## config.mk

```make
export PLATFORM = sky130hd
export DESIGN_NAME = simmem_wrsp_releaser
export DESIGN_NICKNAME = d
export VERILOG_FILES = /design/src/rtl/simmem_wrsp_releaser.sv
export SDC_FILE = /design/constraint.sdc
export NUM_CORES = 1
export LEC_CHECK = 0
export BUFFER_PORTS_ARGS = -buffer_cell sky130_fd_sc_hd__buf_4
export CAP_MARGIN = 20
export CORE_ASPECT_RATIO = 1.5
export CORE_MARGIN = 5
export CORE_UTILIZATION = 50
export DETAILED_ROUTE_END_ITERATION = 6
export HOLD_SLACK_MARGIN = 0.12
export PLACE_DENSITY_LB_ADDON = 0.1
export SETUP_SLACK_MARGIN = 0.5
export SYNTH_ARGS = -nofsm -noshare
export SYNTH_HDL_FRONTEND = slang
export SYNTH_SLANG_ARGS = --single-unit
```

## constraint.sdc

```tcl
create_clock -name clk_i -period 7.5 [get_ports clk_i]
set_input_delay 1.5 -clock clk_i [delete_from_list [all_inputs] [get_ports clk_i]]
set_output_delay 1.5 -clock clk_i [all_outputs]
set_load 0.02 [all_outputs]
```

## src/rtl/simmem_wrsp_releaser.sv

```systemverilog
// Delay-countdown scheduler feeding the write-response bank release interface.
// One countdown slot per bank address; a slot is held ELIGIBLE until the bank reports it released.
module simmem_wrsp_releaser #(
  parameter  int Capa   = 8,
  parameter  int DelayW = 8,
  localparam int IidW   = $clog2(Capa),
  localparam int CntW   = $clog2(Capa + 1)
) (
  input  logic              clk_i,
  input  logic              rst_i,
  input  logic              entry_valid_i,
  output logic              entry_ready_o,
  input  logic [IidW-1:0]   entry_iid_i,
  input  logic [DelayW-1:0] entry_delay_i,
  output logic [Capa-1:0]   release_en_o,
  input  logic [Capa-1:0]   released_addr_onehot_i,
  output logic [CntW-1:0]   num_pending_o
);

  typedef enum logic [1:0] {
    IDLE,
    COUNTING,
    ELIGIBLE
  } slot_state_e;

  slot_state_e       state_q [Capa];
  slot_state_e       state_d [Capa];
  logic [DelayW-1:0] cnt_q   [Capa];
  logic [DelayW-1:0] cnt_d   [Capa];
  logic [CntW-1:0]   pending_q;
  logic [CntW-1:0]   pending_d;
  logic [Capa-1:0]   retire;
  logic              hs;

  // No bypass: a slot retiring this cycle is still reported busy.
  assign entry_ready_o = !rst_i && (state_q[entry_iid_i] == IDLE);
  assign hs            = entry_valid_i && entry_ready_o;

  always_comb begin
    for (int k = 0; k < Capa; k++) begin
      state_d[k] = state_q[k];
      cnt_d[k]   = cnt_q[k];
      retire[k]  = 1'b0;
      case (state_q[k])
        IDLE: begin
          if (hs && (entry_iid_i == IidW'(k))) begin
            if (entry_delay_i == '0) begin
              state_d[k] = ELIGIBLE;
            end else begin
              state_d[k] = COUNTING;
              cnt_d[k]   = entry_delay_i;
            end
          end
        end
        COUNTING: begin
          if (cnt_q[k] == DelayW'(1)) begin
            state_d[k] = ELIGIBLE;
            cnt_d[k]   = '0;
          end else begin
            cnt_d[k] = cnt_q[k] - DelayW'(1);
          end
        end
        ELIGIBLE: begin
          // Release pulses for non-eligible slots fall through untouched.
          if (released_addr_onehot_i[k]) begin
            state_d[k] = IDLE;
            retire[k]  = 1'b1;
          end
        end
        default: begin
          state_d[k] = IDLE;
          cnt_d[k]   = '0;
        end
      endcase
    end
  end

  always_comb begin
    pending_d = pending_q + CntW'(hs);
    for (int k = 0; k < Capa; k++) begin
      if (retire[k]) begin
        pending_d = pending_d - CntW'(1);
      end
    end
  end

  always_ff @(posedge clk_i) begin
    if (rst_i) begin
      for (int k = 0; k < Capa; k++) begin
        state_q[k] <= IDLE;
        cnt_q[k]   <= '0;
      end
      pending_q <= '0;
    end else begin
      for (int k = 0; k < Capa; k++) begin
        state_q[k] <= state_d[k];
        cnt_q[k]   <= cnt_d[k];
      end
      pending_q <= pending_d;
    end
  end

  always_comb begin
    for (int k = 0; k < Capa; k++) begin
      release_en_o[k] = (state_q[k] == ELIGIBLE);
    end
  end

  assign num_pending_o = pending_q;

endmodule

```

==> summary.txt, run 1 <==
CTS
  – Resize count post-CTS: 0
  – Hold_buf cts: 0
  – Num CTS Buffers: 9
  – Clock tree from TritonCTS: done
  – Post-CTS Setup Bufs: 0
  – CTS root buffer: clkbuf_16
  – Clk sinks: 84
  – Clk slew on worst S/H paths: 60 ps
  – CTS Buffer Depth: 2
  – H-Tree Depth: 3
  – Worst skew pair latency: 330 ps

Drt
  – Drt first pass iters: 5
  – Via-per-instance ratio: 5.888
  – 1st-iter DRT viols: 318
  – Post-detailed-route wirelength per cell: 16.60 µm
  – Post-route DRC: 0
  – Drt total wl: 16300 µm
  – ANT nets after route: 0
  – Vias: 5782

Logic synthesis
  – Prevailing post-synth register cell: dfxtp_1
  – Cell count after synthesis: 817
  – Number of synthesized flops with an enable pin: 0
  – Post-synthesis register bit count: 84
  – Seq/Total Area, Yosys: 27.92%
  – Synth warnings: 0
  – Asr flop ratio synth: 0%
  – Post-synthesis cell type count: 72
  – Syn nets: 864
  – Mapped cell area: 0.006022 mm²
  – Mean Syn Cell Area: 7.371 µm²

Setup path
  – CP max FO: 12
  – Reg2reg end: num_pending_o[3]$_SDFF_PP0_
  – Type of destination of the critical path: register
  – Register-to-register setup slack: 1430 ps
  – Worst r2r src: state_q[4][0]$_SDFFE_PP0P_
  – WP data arrival: 6890 ps
  – Startpoint types: input pin
  – CP required: 7770 ps
  – Worst Reg-to-Reg Cells: 27
  – Crit. Startpoint: entry_iid_i[0]
  – Worst setup path end: num_pending_o[3]$_SDFF_PP0_
  – CP Class: input pin to register

Die
  – Die X: 99.61 µm
  – Chip height: 144.4 µm
  – Boundary Pins: 35
  – # rows: 49
  – Initial Utilization: 50.63%
  – DIE AREA: 0.01438 mm²
  – Core region area: 0.01189 mm²

Timing
  – Setup-failing EPs final: 0
  – Clock Skew: 5.281 ps
  – Endpoints failing hold: 0
  – Final worst-path cycle share: 88.36%
  – Worst slew pin tran: 926.9 ps
  – Hold WS: 489.8 ps
  – RSZ-0062 raised after global routing: no
  – Min cycle time layout: 6627 ps
  – Setup_tns: 0 ps
  – FMAX: 0.1509 GHz
  – Max-slew violations: 0
  – Worst slew margin: 38.21%

Pwr
  – Max VDD drop: 101.9 µV
  – Sw Share: 29.58%
  – Internal: 888.3 µW
  – Comb pwr share: 23.9%
  – Clk pwr share: 37.9%
  – Net Sw Power: 373.1 µW
  – Lkg Pwr: 0.002842 µW
  – Cell Pwr Density: 190.5 mW/mm²
  – Sequential share of power: 38.3%

Placement
  – Routability congestion estimate: 0.9350
  – Port bufs: 34
  – Hpwl dp: 11780 µm

Global route
  – Largest net degree at the start of global routing: 87
  – Grt ovf: 0
  – Global-route wire length before repair: 26850 µm
  – Gr usage total: 23.08%
  – Initial antenna violation count: 0
  – Vias in the first global route: 5652

Final layout
  – Antenna fix cells: 0
  – Most frequent cells in the layout: 137 x nor2_1, 99 x nand2_1, 84 x dfxtp_1
  – Nets: 873
  – Layout cells sized above 1: 8.444%
  – Commonest non-fill, non-tap cell in the layout: nor2_1
  – Area growth syn-to-layout: 9.952%
  – Fillers: 1176

Job
  – Max Cap Viol: 0

Run status
  – Status: finished clean

Min path
  – Worst min path class: register to register
registers in the layout, summed over array words and instances, names as in the netlist:
register,count
state_q,16
cnt_q,64
num_pending_o,4
critical path, cell delays in order:
cell and delay, ps:
buf_4 150, or2_1 330, o221ai_1 270, o32a_1 250
nor2b_1 100, ha_1 200, ha_1 340, inv_1 90
ha_1 310, nand4bb_1 230, a21boi_1 200, ha_1 320
nand2_1 60, nand2_1 60, ha_1 320, nor2_1 100
a21oi_1 50, ha_1 330, a21o_1 160, ha_1 280
nand3_1 100, and2_1 160, a21oi_2 40, o32a_4 210
xnor2_2 160, nor3_2 200, xnor2_1 150, mux2i_1 200
power groups by stage:
stage	sequential [µW]	clock [µW]	combinational, µW
after floorplan	488	0	231
after detailed placement	492	0	299
after global placement	492	0	289
final	483	478	301
after CTS	482	487	301
after global routing	485	506	336
Yosys cell counts, drive strengths merged, types with 5 or more instances:
cell type	count	area share, %
a211oi	6	0.75
a21oi	45	3.8
a221oi	6	0.87
a22oi	39	4.9
a31oi	6	0.62
and3b	8	1.2
buf	8	0.93
clkbuf	30	1.9
dfxtp	84	28
ha	25	5.2
inv	43	2.7
nand2	99	6.2
nand2b	10	1.0
nand3	12	1.0
nand3b	21	2.6
nor2	141	9.0
nor2b	11	1.1
nor3	25	2.2
nor4	9	0.93
o21ai	51	4.7
or4	5	0.62
xnor2	47	7.3
xor2	21	3.2
worst min-delay path by stage:
stage | cells past startpoint | startpoint | slack [ps] | endpoint
final | 2 | cnt_q[1][29]$_SDFFE_PP0P_ | 490 | cnt_q[1][29]$_SDFFE_PP0P_
after global routing | 2 | cnt_q[1][28]$_SDFFE_PP0P_ | 520 | cnt_q[1][28]$_SDFFE_PP0P_
after CTS | 2 | cnt_q[1][29]$_SDFFE_PP0P_ | 490 | cnt_q[1][29]$_SDFFE_PP0P_
after detailed placement | 2 | cnt_q[1][29]$_SDFFE_PP0P_ | 480 | cnt_q[1][29]$_SDFFE_PP0P_
after global placement | 2 | cnt_q[1][29]$_SDFFE_PP0P_ | 470 | cnt_q[1][29]$_SDFFE_PP0P_
after floorplan | 2 | cnt_q[1][29]$_SDFFE_PP0P_ | 450 | cnt_q[1][29]$_SDFFE_PP0P_
metrics by stage:
step	area, µm²	setup slack [ps]	instances	power, µW	util, %
6_report	6621	872.7	982	1261	55.67
5_1_grt	6621	528.4	982	1327	55.67
4_1_cts	6621	913.7	982	1270	55.67
3_5_place_dp	6315	572.9	968	791.0	53.09
3_3_place_gp	6315	769.1	968	780.5	53.09
2_1_floorplan	6022	1116	817	719.5	-
area by class of cell:
| cell class | instances | area [µm²] | share of cell area (%) |
|---|---|---|---|
| clock inverter | 2 | 60.06 | 0.9070 |
| inverter | 43 | 161.4 | 2.438 |
| multi-input combinational | 652 | 4010 | 60.56 |
| clock buffer | 12 | 246.5 | 3.723 |
| timing repair buffer | 36 | 270.3 | 4.082 |
| tap | 153 | 191.4 | 2.891 |
| sequential | 84 | 1682 | 25.40 |
logic make-up (layout without fill, tap and decap cells):
| kind of cell | after synthesis | in the layout | share of synthesized area (%) |
|---|---|---|---|
| AND/OR/NAND/NOR | 363 | 363 | 28.80 |
| XOR/XNOR | 69 | 69 | 10.85 |
| AO/OA/AOI/OAI | 191 | 191 | 21.07 |
| adder cells (fa/ha/maj) | 25 | 25 | 5.194 |
| flip-flops | 84 | 84 | 27.92 |
| multiplexers | 4 | 4 | 0.6856 |
| buffers and inverters | 81 | 93 | 5.485 |
routing by layer:
metal | track usage [%] | share of wire [%]
met5 | 0 | 0
met4 | 7.050 | 1.5
met2 | 41.47 | 50
met3 | 3.668 | 5.4
met1 | 28.17 | 43
Note: power is estimated with default switching activity, not from simulation.
==> run 2, diff against run 1 <==
- GPL_ROUTABILITY_DRIVEN: not set -> 0
- GPL_TIMING_DRIVEN: not set -> 0
==> run 2 against run 1 <==
Net effect: critical path depth up 1; flip-flop and latch count unchanged; via count grew 3.0%; clock power down 1%; clock-buffer cell count stayed put; fmax increased by 0.11%; wire length grew 7.0%; clock skew is 5.0 ps higher; total power about the same; hold slack lost 3.3 ps; global-route usage up 1.6 points; critical path type unchanged; critical endpoint unchanged; largest cell class unchanged; highest routed layer unchanged.
==> summary.txt, run 2 (same netlist as run 1, synthesis figures left out) <==
Die
  – Core region area: 0.01189 mm²
  – DIE AREA: 0.01438 mm²
  – # rows: 49
  – Boundary Pins: 35
  – Chip height: 144.4 µm
  – Initial Utilization: 50.63%
  – Die X: 99.61 µm

Global route
  – Gr usage total: 24.63%
  – Initial antenna violation count: 0
  – Global-route wire length before repair: 28440 µm
  – Largest net degree at the start of global routing: 14
  – Vias in the first global route: 5825
  – Grt ovf: 0

Setup path
  – WP data arrival: 6890 ps
  – Crit path top cell by count: ha_1
  – Top Family by Delay on Critical Path: adder cells
  – CP required: 7770 ps
  – Critical-path top delay cell: ha_1
  – CP max stage delay: 360 ps
  – CP max FO: 8
  – CP Class: input pin to register
  – Worst Path Buf+Inv: 3
  – Type of destination of the critical path: register
  – Startpoint types: input pin

Drt
  – ANT nets after route: 0
  – 1st-iter DRT viols: 414
  – Vias: 5953
  – Post-route DRC: 0
  – Drt total wl: 17440 µm
  – Post-detailed-route wirelength per cell: 17.25 µm
  – Via-per-instance ratio: 5.888
  – Drt first pass iters: 5

Timing
  – Setup-failing EPs final: 0
  – Setup_tns: 0 ps
  – Max-slew violations: 0
  – RSZ-0062 raised after global routing: no
  – Worst slew margin: 45.83%
  – Min cycle time layout: 6620 ps
  – Hold WS: 486.5 ps
  – Endpoints failing hold: 0
  – Worst slew pin tran: 812.6 ps
  – Final worst-path cycle share: 88.27%
  – Clock Skew: 10.29 ps
  – FMAX: 0.1511 GHz

Run status
  – Status: finished clean

Final layout
  – Largest Register: cnt_q
  – Commonest non-fill, non-tap cell in the layout: nor2_1
  – Layout cells sized above 1: 8.858%
  – Most frequent cells in the layout: 137 x nor2_1, 99 x nand2_1, 84 x dfxtp_1
  – Nets: 901
  – Max reg flops: 64
  – Area growth syn-to-layout: 11.95%
  – Antenna fix cells: 0

Job
  – Max Cap Viol: 0

CTS
  – CTS Buffer Depth: 2
  – Clock tree from TritonCTS: done
  – Clk sinks: 84
  – H-Tree Depth: 3
  – Worst skew pair latency: 350 ps
  – Clk slew on worst S/H paths: 60 ps
  – Hold_buf cts: 0
  – CTS root buffer: clkbuf_16
  – Num CTS Buffers: 9

Placement
  – Hpwl dp: 12810 µm
  – Port bufs: 25

Min path
  – Worst min path class: register to register

Pwr
  – Lkg Pwr: 0.002874 µW
  – Max VDD drop: 108.0 µV
  – Cell Pwr Density: 187.3 mW/mm²
run 2: tightest hold or removal path, cell delays in order, from the launching register on:
cell,delay (ps)
dfxtp_1,310
o21ai_0,70
a21oi_1,60
run 2: repair_timing:
action	4_1_cts	5_1_grt
buffers inserted	0	1
endpoints found under the hold margin	0	0
setup endpoints to repair	0	1
gates resized for setup	0	7
run 2: area by class of cell:
| class | instances | area, µm² |
|---|---|---|
| buffer | 38 | 170.2 |
| clock buffer | 12 | 266.5 |
| clock inverter | 3 | 45.04 |
| fill | 1153 | 5152 |
| inverter | 43 | 161.4 |
| multi-input combinational | 652 | 4030 |
| sequential | 84 | 1682 |
| tap | 153 | 191.4 |
| timing repair buffer | 26 | 195.2 |
run 2: through the flow:
| step | worst slack (ps) | power [µW] | utilization [%] | std cells | cell area (µm²) |
|---|---|---|---|---|---|
| 5_1_grt | 545.8 | 1328 | 56.68 | 1011 | 6741 |
| 2_1_floorplan | 1116 | 719.5 | - | 817 | 6022 |
| 3_3_place_gp | 517.4 | 783.9 | 53.82 | 995 | 6401 |
| 6_report | 879.9 | 1262 | 56.68 | 1011 | 6741 |
| 3_5_place_dp | 411.6 | 793.6 | 53.82 | 995 | 6401 |
| 4_1_cts | 753.2 | 1271 | 56.44 | 1010 | 6713 |
run 2: routing by layer:
| metal | global-route usage [%] | wire, µm | vias to the layer above |
|---|---|---|---|
| met5 | 0 | 0 | - |
| li1 | - | - | 2910 |
| met1 | 30.12 | 7421 | 2861 |
| met3 | 3.571 | 921 | 28 |
| met2 | 44.16 | 8750 | 154 |
| met4 | 8.129 | 351 | 0 |
run 2: final timing paths:
check / from / end / slack (ps) / cells past startpoint
setup / recovery: entry_iid_i[1] / num_pending_o[3]$_SDFF_PP0_ / 880 / 29
hold / removal: cnt_q[1][29]$_SDFFE_PP0P_ / cnt_q[1][29]$_SDFFE_PP0P_ / 490 / 2
setup reg to reg: state_q[7][0]$_SDFFE_PP0P_ / num_pending_o[3]$_SDFF_PP0_ / 1590 / 28
hold reg to reg: cnt_q[1][29]$_SDFFE_PP0P_ / cnt_q[1][29]$_SDFFE_PP0P_ / 490 / 2
run 2: power by group:
part,internal [µW],switching (µW)
Clock,284,189
Sequential,462,17.6
Combinational,129,181
Total,875,387
==> run 3, diff against run 2 <==
- RECOVER_POWER: not set -> 25
==> run 3 against run 2 <==
Net effect: design area fell by 0.87%; non-clock buffer count did not move; fmax shrank 2.8%; clock power barely moved; global-route usage unchanged; cell count is the same; core utilization is 0.49 points lower; critical path type unchanged.
==> summary.txt, run 3 (same netlist as run 1, synthesis figures left out) <==
Run status
  – Status: finished clean

Die
  – Die X: 99.61 µm
  – Core region area: 0.01189 mm²
  – Boundary Pins: 35
  – # rows: 49
  – Chip height: 144.4 µm
  – DIE AREA: 0.01438 mm²
  – Initial Utilization: 50.63%

CTS
  – Clk slew on worst S/H paths: 60 ps
  – Clk sinks: 84
  – Clock tree from TritonCTS: done
  – H-Tree Depth: 3
  – Num CTS Buffers: 9
  – Worst skew pair latency: 350 ps
  – CTS Buffer Depth: 2
  – CTS root buffer: clkbuf_16
  – Hold_buf cts: 0

Final layout
  – Most frequent cells in the layout: 137 x nor2_1, 99 x nand2_1, 84 x dfxtp_1
  – Fillers: 1174
  – Layout cells sized above 1: 6.993%
  – Final Util: 56.19%
  – Largest Register: cnt_q
  – Max reg flops: 64
  – Area growth syn-to-layout: 10.97%
  – Antenna fix cells: 0
  – Commonest non-fill, non-tap cell in the layout: nor2_1
  – Nets: 901

Setup path
  – Startpoint types: input pin
  – WP data arrival: 7080 ps
  – CP max stage delay: 360 ps
  – CP Class: input pin to register
  – Type of destination of the critical path: register
  – Crit path top cell by count: ha_1
  – Critical-path top delay cell: clkbuf_1
  – CP max FO: 10
  – CP required: 7780 ps

Drt
  – ANT nets after route: 0
  – Via-per-instance ratio: 5.894
  – 1st-iter DRT viols: 428
  – Post-route DRC: 0
  – Drt total wl: 17410 µm
  – Post-detailed-route wirelength per cell: 17.22 µm
  – Vias: 5959
  – Drt first pass iters: 5

Min path
  – Worst min path class: register to register

Timing
  – Final setup margin: 692.2 ps
  – RSZ-0062 raised after global routing: no
  – Final worst-path cycle share: 90.77%
  – Max-slew violations: 0
  – Worst slew pin tran: 831.8 ps
  – Clock Skew: 10.04 ps
  – Endpoints failing hold: 0
  – FMAX: 0.1469 GHz
  – Min cycle time layout: 6808 ps
  – Setup-failing EPs final: 0
  – Hold WS: 486.5 ps
  – Setup_tns: 0 ps
  – Worst slew margin: 44.54%

Pwr
  – Max VDD drop: 107.9 µV
  – Lkg Pwr: 0.002817 µW
  – Cell Pwr Density: 188.6 mW/mm²

Global route
  – Gr usage total: 24.63%
  – Global-route wire length before repair: 28440 µm
  – Vias in the first global route: 5825
  – Initial antenna violation count: 0
  – Largest net degree at the start of global routing: 14
  – Grt ovf: 0

Placement
  – Hpwl dp: 12810 µm
  – Port bufs: 25
  – Post-Place Worst Slack: 411.6 ps

Job
  – Max Cap Viol: 0
-- run 3: what timing repair did --
item,4_1_cts,5_1_grt
resized for setup,0,7
setup endpoints to repair,0,1
setup buffers,0,1
-- run 3: worst max-delay path: cells and delay by family --
family / cells / cell delay, ps
XOR/XNOR: 2 / 310
buffers and inverters: 3 / 560
adder cells (fa/ha/maj): 7 / 2100
AO/OA/AOI/OAI: 7 / 1310
AND/OR/NAND/NOR: 9 / 1080
multiplexers: 1 / 190
-- run 3: layout make-up --
type / instances / area, µm² / area share [%]
Multi-Input combinational cell: 652 / 4018 / 60.12
Timing Repair Buffer: 26 / 150.1 / 2.247
Clock inverter: 3 / 45.04 / 0.6740
Buffer: 38 / 168.9 / 2.528
Inverter: 43 / 161.4 / 2.415
Clock buffer: 12 / 266.5 / 3.988
Tap cell: 153 / 191.4 / 2.865
Sequential cell: 84 / 1682 / 25.16
-- run 3: through the flow --
stage | total power, µW | std cells | instance area [µm²]
CTS | 1271 | 1010 | 6713
global placement | 783.9 | 995 | 6401
detailed placement | 793.6 | 995 | 6401
global route | 1325 | 1011 | 6683
floorplan | 719.5 | 817 | 6022
finish | 1261 | 1011 | 6683
-- run 3: power breakdown --
part	switching, µW	leakage, µW	internal, µW	total (µW)
registers	17.6	0.000679	462	480
clock network	190	0.000147	284	474
logic	180	0.00199	126	307
-- run 3: final timing paths --
kind | start | to | slack [ps] | cells past startpoint
min | cnt_q[1][29]$_SDFFE_PP0P_ | cnt_q[1][29]$_SDFFE_PP0P_ | 490 | 2
max | entry_iid_i[0] | num_pending_o[3]$_SDFF_PP0_ | 690 | 29
min reg2reg | cnt_q[1][29]$_SDFFE_PP0P_ | cnt_q[1][29]$_SDFFE_PP0P_ | 490 | 2
max reg2reg | state_q[7][0]$_SDFFE_PP0P_ | num_pending_o[3]$_SDFF_PP0_ | 1510 | 28
-- run 3: metal layers --
layer	global-route usage, %	up-vias	wire (µm)
met5	0	-	0
met4	8.129	0	348
met3	3.571	29	912
met2	44.16	156	8688
met1	30.12	2861	7461
li1	-	2913	-
